$ cat src/rtl/mem_access_ctrl.sv
// Sequences ISDU read/write requests into asynchronous SRAM strobes and returns read data on MDR_in.
// Optional MEM_MMIO_EN maps latched address 16'hFFFF to SW (read) and HEX_OUT (write).
//
// state  | meaning
// IDLE   | waiting for MEM_REQ; latches MAR/MDR/MEM_WE on request
// SETUP  | chip and byte enables low, address settling
// ACCESS | OE_N or WE_N low for WAIT_STATES cycles
// DONE   | OE_N/WE_N high with address/data still held; R pulses
module mem_access_ctrl #(
    parameter int WAIT_STATES = 2,
    parameter int ADDR_W      = 20
) (
    input  logic              Clk,
    input  logic              Reset,
    input  logic              MEM_REQ,
    input  logic              MEM_WE,
    input  logic [15:0]       MAR,
    input  logic [15:0]       MDR,
    input  logic [15:0]       SW,
    output logic              R,
    output logic [15:0]       MDR_in,
    output logic              BUSY,
    output logic [ADDR_W-1:0] ADDR,
    output logic [15:0]       Data_to_SRAM,
    input  logic [15:0]       Data_from_SRAM,
    output logic              CE_N,
    output logic              UB_N,
    output logic              LB_N,
    output logic              OE_N,
    output logic              WE_N,
    output logic [15:0]       HEX_OUT
);

    typedef enum logic [1:0] {IDLE, SETUP, ACCESS, DONE} state_t;

    localparam logic [3:0] CNT_INIT = 4'(WAIT_STATES - 1);

    state_t     state, state_nxt;
    logic [3:0] cnt;
    logic       op_we;
    logic       last_access;
    logic       mmio;

    assign last_access = (state == ACCESS) && (cnt == 4'd0);

`ifdef MEM_MMIO_EN
    assign mmio = (ADDR[15:0] == 16'hFFFF);
`else
    logic unused_sw;
    assign mmio      = 1'b0;
    assign unused_sw = ^SW;
`endif

    always_ff @(posedge Clk or negedge Reset) begin
        if (!Reset) state <= IDLE;
        else        state <= state_nxt;
    end

    always_comb begin
        state_nxt = state;
        case (state)
            IDLE:    if (MEM_REQ) state_nxt = SETUP;
            SETUP:   state_nxt = ACCESS;
            ACCESS:  if (cnt == 4'd0) state_nxt = DONE;
            DONE:    state_nxt = IDLE;
            default: state_nxt = IDLE;
        endcase
    end

    // Enables stay low through DONE so WE_N rises while address and data are still driven.
    always_comb begin
        CE_N = 1'b1;
        UB_N = 1'b1;
        LB_N = 1'b1;
        OE_N = 1'b1;
        WE_N = 1'b1;
        R    = 1'b0;
        BUSY = (state != IDLE);
        case (state)
            SETUP, DONE: begin
                CE_N = mmio;
                UB_N = 1'b0;
                LB_N = 1'b0;
                R    = (state == DONE);
            end
            ACCESS: begin
                CE_N = mmio;
                UB_N = 1'b0;
                LB_N = 1'b0;
                OE_N = op_we;
                WE_N = ~op_we;
            end
            default: ;
        endcase
    end

    always_ff @(posedge Clk or negedge Reset) begin
        if (!Reset) begin
            ADDR         <= '0;
            Data_to_SRAM <= 16'h0000;
            op_we        <= 1'b0;
            cnt          <= 4'd0;
            MDR_in       <= 16'h0000;
        end else begin
            if (state == IDLE && MEM_REQ) begin
                ADDR         <= ADDR_W'(MAR);
                Data_to_SRAM <= MDR;
                op_we        <= MEM_WE;
            end
            if (state == SETUP)
                cnt <= CNT_INIT;
            else if (state == ACCESS && cnt != 4'd0)
                cnt <= cnt - 4'd1;
            if (last_access && !op_we)
                MDR_in <= mmio ? SW : Data_from_SRAM;
        end
    end

`ifdef MEM_MMIO_EN
    always_ff @(posedge Clk or negedge Reset) begin
        if (!Reset)
            HEX_OUT <= 16'h0000;
        else if (last_access && op_we && mmio)
            HEX_OUT <= Data_to_SRAM;
    end
`else
    assign HEX_OUT = 16'h0000;
`endif

endmodule
$ cat config.mk
export PLATFORM = sky130hd
export DESIGN_NAME = mem_access_ctrl
export DESIGN_NICKNAME = d
export VERILOG_FILES = /design/src/rtl/mem_access_ctrl.sv
export SDC_FILE = /design/constraint.sdc
export NUM_CORES = 1
export LEC_CHECK = 0
export CAP_MARGIN = 20
export CORE_MARGIN = 1.5
export CORE_UTILIZATION = 39
export CTS_BUF_LIST = sky130_fd_sc_hd__clkbuf_8
export DETAILED_ROUTE_END_ITERATION = 10
export HOLD_SLACK_MARGIN = 0.05
export PLACE_DENSITY = 0.83
export SLEW_MARGIN = 20
export SYNTH_ARGS = -nofsm -noshare
export SYNTH_HDL_FRONTEND = slang
export SYNTH_SLANG_ARGS = --single-unit
$ cat constraint.sdc
create_clock -name Clk -period 2.5 [get_ports Clk]
set_input_delay 0.25 -clock Clk [delete_from_list [all_inputs] [get_ports Clk]]
set_output_delay 0.25 -clock Clk [all_outputs]
set_load 0.01 [all_outputs]
==> summary.md <==
| Metric | Value |
|---|---|
| FF+latch count, synth | 55 |
| Total gr overflow | 0 |
| Max Cap Viol | 0 |
| Comb pwr share | 50.2% |
| Avg Inst Size Synth | 14.6 µm² |
| Die area | 6760 µm² |
| Nets | 352 |
| CTS tree | done |
| Number of global-route vias before repair | 1679 |
| Min-Delay Path Class | input port to asynchronous set/reset pin |
| Final Routed Wirelength | 4820 µm |
| FILL cells | 474 |
| Sequential cell area | 1380 µm² |
| Crit path max fanout | 16 |
| Initial Utilization | 40.8% |
| Setup Skew | 0.00886 ns |
| Fmax | 0.452 GHz |
| CP startpoint | cnt[0] |
| Register area share after synthesis | 56.3% |
| Core ar. | 5990 µm² |
| WL/cell | 13.7 µm |
| Crit. End Element | flop |
| CTS root buffer | clkbuf_8 |
| Hpwl dp | 3750 µm |
| Most frequent cells after synthesis | dfrtp_1, mux2_2, buf_4 |
| Synth top area share | 56.3% |
| Clock share of power | 13.6% |
| Vias | 1597 |
| Top post-synthesis cells by area | dfrtp_1, mux2_2, buf_4 |
| Most common cell in the synthesized netlist | dfrtp_1 |
| RSZ-0062 raised after global routing | false |
| First-pass GRT wire length | 7390 µm |
| Share of layout cells above drive strength 1 | 24.1% |
| GRT Overall Usage | 14.6% |
| Hold_ws | 0.486 ns |
| Power Dens Cells | 1210 nW/µm² |
| VDD IR max | 0.000575 V |
| Drt drc | 0 |
| Finish-stage setup viols | 0 |
| I/O pins | 143 |
| Net Sw Frac | 29.9% |
| Num CTS Buffers | 5 |
| Antenna violations before repair | 0 |
| DRT iter0 DRCs | 29 |
| Slew Limit Headroom | 42.6% |
| Crit path kind | flop to flop |
| Seq pwr share | 36.2% |
| Clock tree sinks | 55 |
| Antenna diodes | 0 |
| Worst r2r src | cnt[0] |
| Area occupied by multi-input gates | 906 µm² |
| Required @ worst endpoint | 2.69 ns |
| PortBufs | 106 |
| CTS clk-pin slew, worst paths | 0.10 ns |
| Cell taking the most area after synthesis | dfrtp_1 |
| Worst skew pair latency | 0.30 ns |
| Layout Area Growth over Synthesis | 47.7% |
| R2r setup slk | 0.29 ns |
| Avg Vias per Cell | 4.52 |
| Horiz. Die Dim | 82.2 µm |
| Predominant post-synthesis flop cell | dfrtp_1 |
| NetSw | 1.31 mW |
| Final GP Congestion | 0.686 |
| CP arrival | 2.40 ns |
| Largest net degree at the start of global routing | 29 |
| Warnings, synthesis | 0 |
| Hold Violations, Final | 0 |
| Cell Int Power | 3.07 mW |
| DIE HEIGHT | 82.2 µm |
| Tcrit/Tclk final | 88.5% |
| Status | finished, final reports clean |
| Worst slew pin tran | 0.861 ns |
| Syn Std Cell Area | 2450 µm² |
| Fin Setup TNS | 0 ns |
| Setup bufs post-CTS | 0 |
| Post-route minimum period | 2.21 ns |
| Slew Viols, Final | 0 |
| CP startpoint kind | flop |
| Rows | 28 |
| Mapped Cells | 168 |
| H-tree levels | 2 |
| First-pass DRT Iterations | 4 |
| P_leak | 1.60 nW |
| Distinct cell type count after synthesis | 25 |
| Async set or reset register ratio after synthesis | 100% |
| Post-synth EDFFs | 0 |
| Clock tree buffer depth | 2 |
| Final ANT Viol Nets | 0 |
[registers in the layout, summed over array words and instances, names as in the netlist]
name          cells
state             2
Data_to_SRAM     16
ADDR             16
cnt               4
op_we             1
MDR_in           16
[metrics by stage]
step	instance area [µm²]	worst slack [ns]	std cells	power (mW)	util, %
final	3610	0.287	353	4.38	60.3
after global routing	3610	0.162	353	4.67	60.3
after CTS	3610	0.267	353	4.44	60.3
after detailed placement	3480	0.271	344	3.83	58.2
after global placement	3480	0.344	344	3.74	58.2
after floorplan	2520	0.579	187	2.68	-
[cells by family (layout without fill, tap and decap cells)]
kind of cell / after synthesis / count (layout) / share of synthesized area [%]
multiplexers: 51 / 51 / 25.0
adder cells (fa/ha/maj): 7 / 7 / 3.58
AND/OR/NAND/NOR: 12 / 12 / 3.12
other: 1 / 20 / 0.153
buffers and inverters: 34 / 125 / 9.62
AO/OA/AOI/OAI: 8 / 8 / 2.30
flip-flops: 55 / 55 / 56.3
[power groups by stage]
stage	clock network, mW	registers (mW)	logic [mW]
after detailed placement	0	1.61	2.22
after CTS	0.620	1.59	2.23
final	0.594	1.58	2.20
after global placement	0	1.57	2.17
after floorplan	0	1.77	0.913
after global routing	0.648	1.64	2.38
[layout make-up]
class / count / area share [%]
clock buffers: 6 / 2.29
clock inverters: 2 / 0.970
inverters: 6 / 0.623
multi-input cells: 98 / 25.1
flip-flops and latches: 55 / 38.1
well taps: 75 / 2.60
repair buffers: 111 / 30.3
[worst max-delay path, cell delays in order, from the launching register on]
cell     delay, ns
dfrtp_1       0.42
inv_1         0.09
ha_1          0.20
or3b_4        0.43
or2_1         0.54
mux2_4        0.43
[cells in the final DEF, fill, tap and decap left out]
master / n
conb_1: 20
mux2i_1: 1
clkdlybuf4s50_1: 105
nor2b_1: 1
bufinv_16: 1
nor2_1: 2
a311oi_1: 1
nand2_1: 4
dlygate4sd3_1: 1
inv_1: 6
mux2_2: 40
buf_2: 1
clkbuf_8: 6
ha_1: 7
a211o_2: 1
clkinv_2: 1
mux2_4: 10
or2_1: 1
and3_2: 1
a21oi_1: 4
nor4b_1: 1
buf_4: 4
or3b_4: 1
o32a_1: 1
dfrtp_1: 55
nand2b_4: 1
o21bai_1: 1
[path summary, 6_finish.rpt]
kind,to,depth (start not counted)
max,MDR_in[8],5
min,MDR_in[9],2
max reg2reg,MDR_in[8],5
min reg2reg,MDR_in[0],1
max in group asynchronous,ADDR[11],3
min in group Clk,MDR_in[0],1
[metal layers]
| layer | vias up | global-route usage [%] | part of all wire, % |
|---|---|---|---|
| met4 | 0 | 4.58 | 0.98 |
| met3 | 5 | 5.71 | 9.3 |
| li1 | 738 | - | - |
| met2 | 78 | 26.5 | 52 |
| met1 | 776 | 15.3 | 38 |
| met5 | - | 0 | 0 |
[what timing repair did]
action,in CTS,in global routing
endpoints found under the hold margin,27,0
hold buffers,1,0
gates resized for setup,0,0
Power figures use the tool's default switching activity.
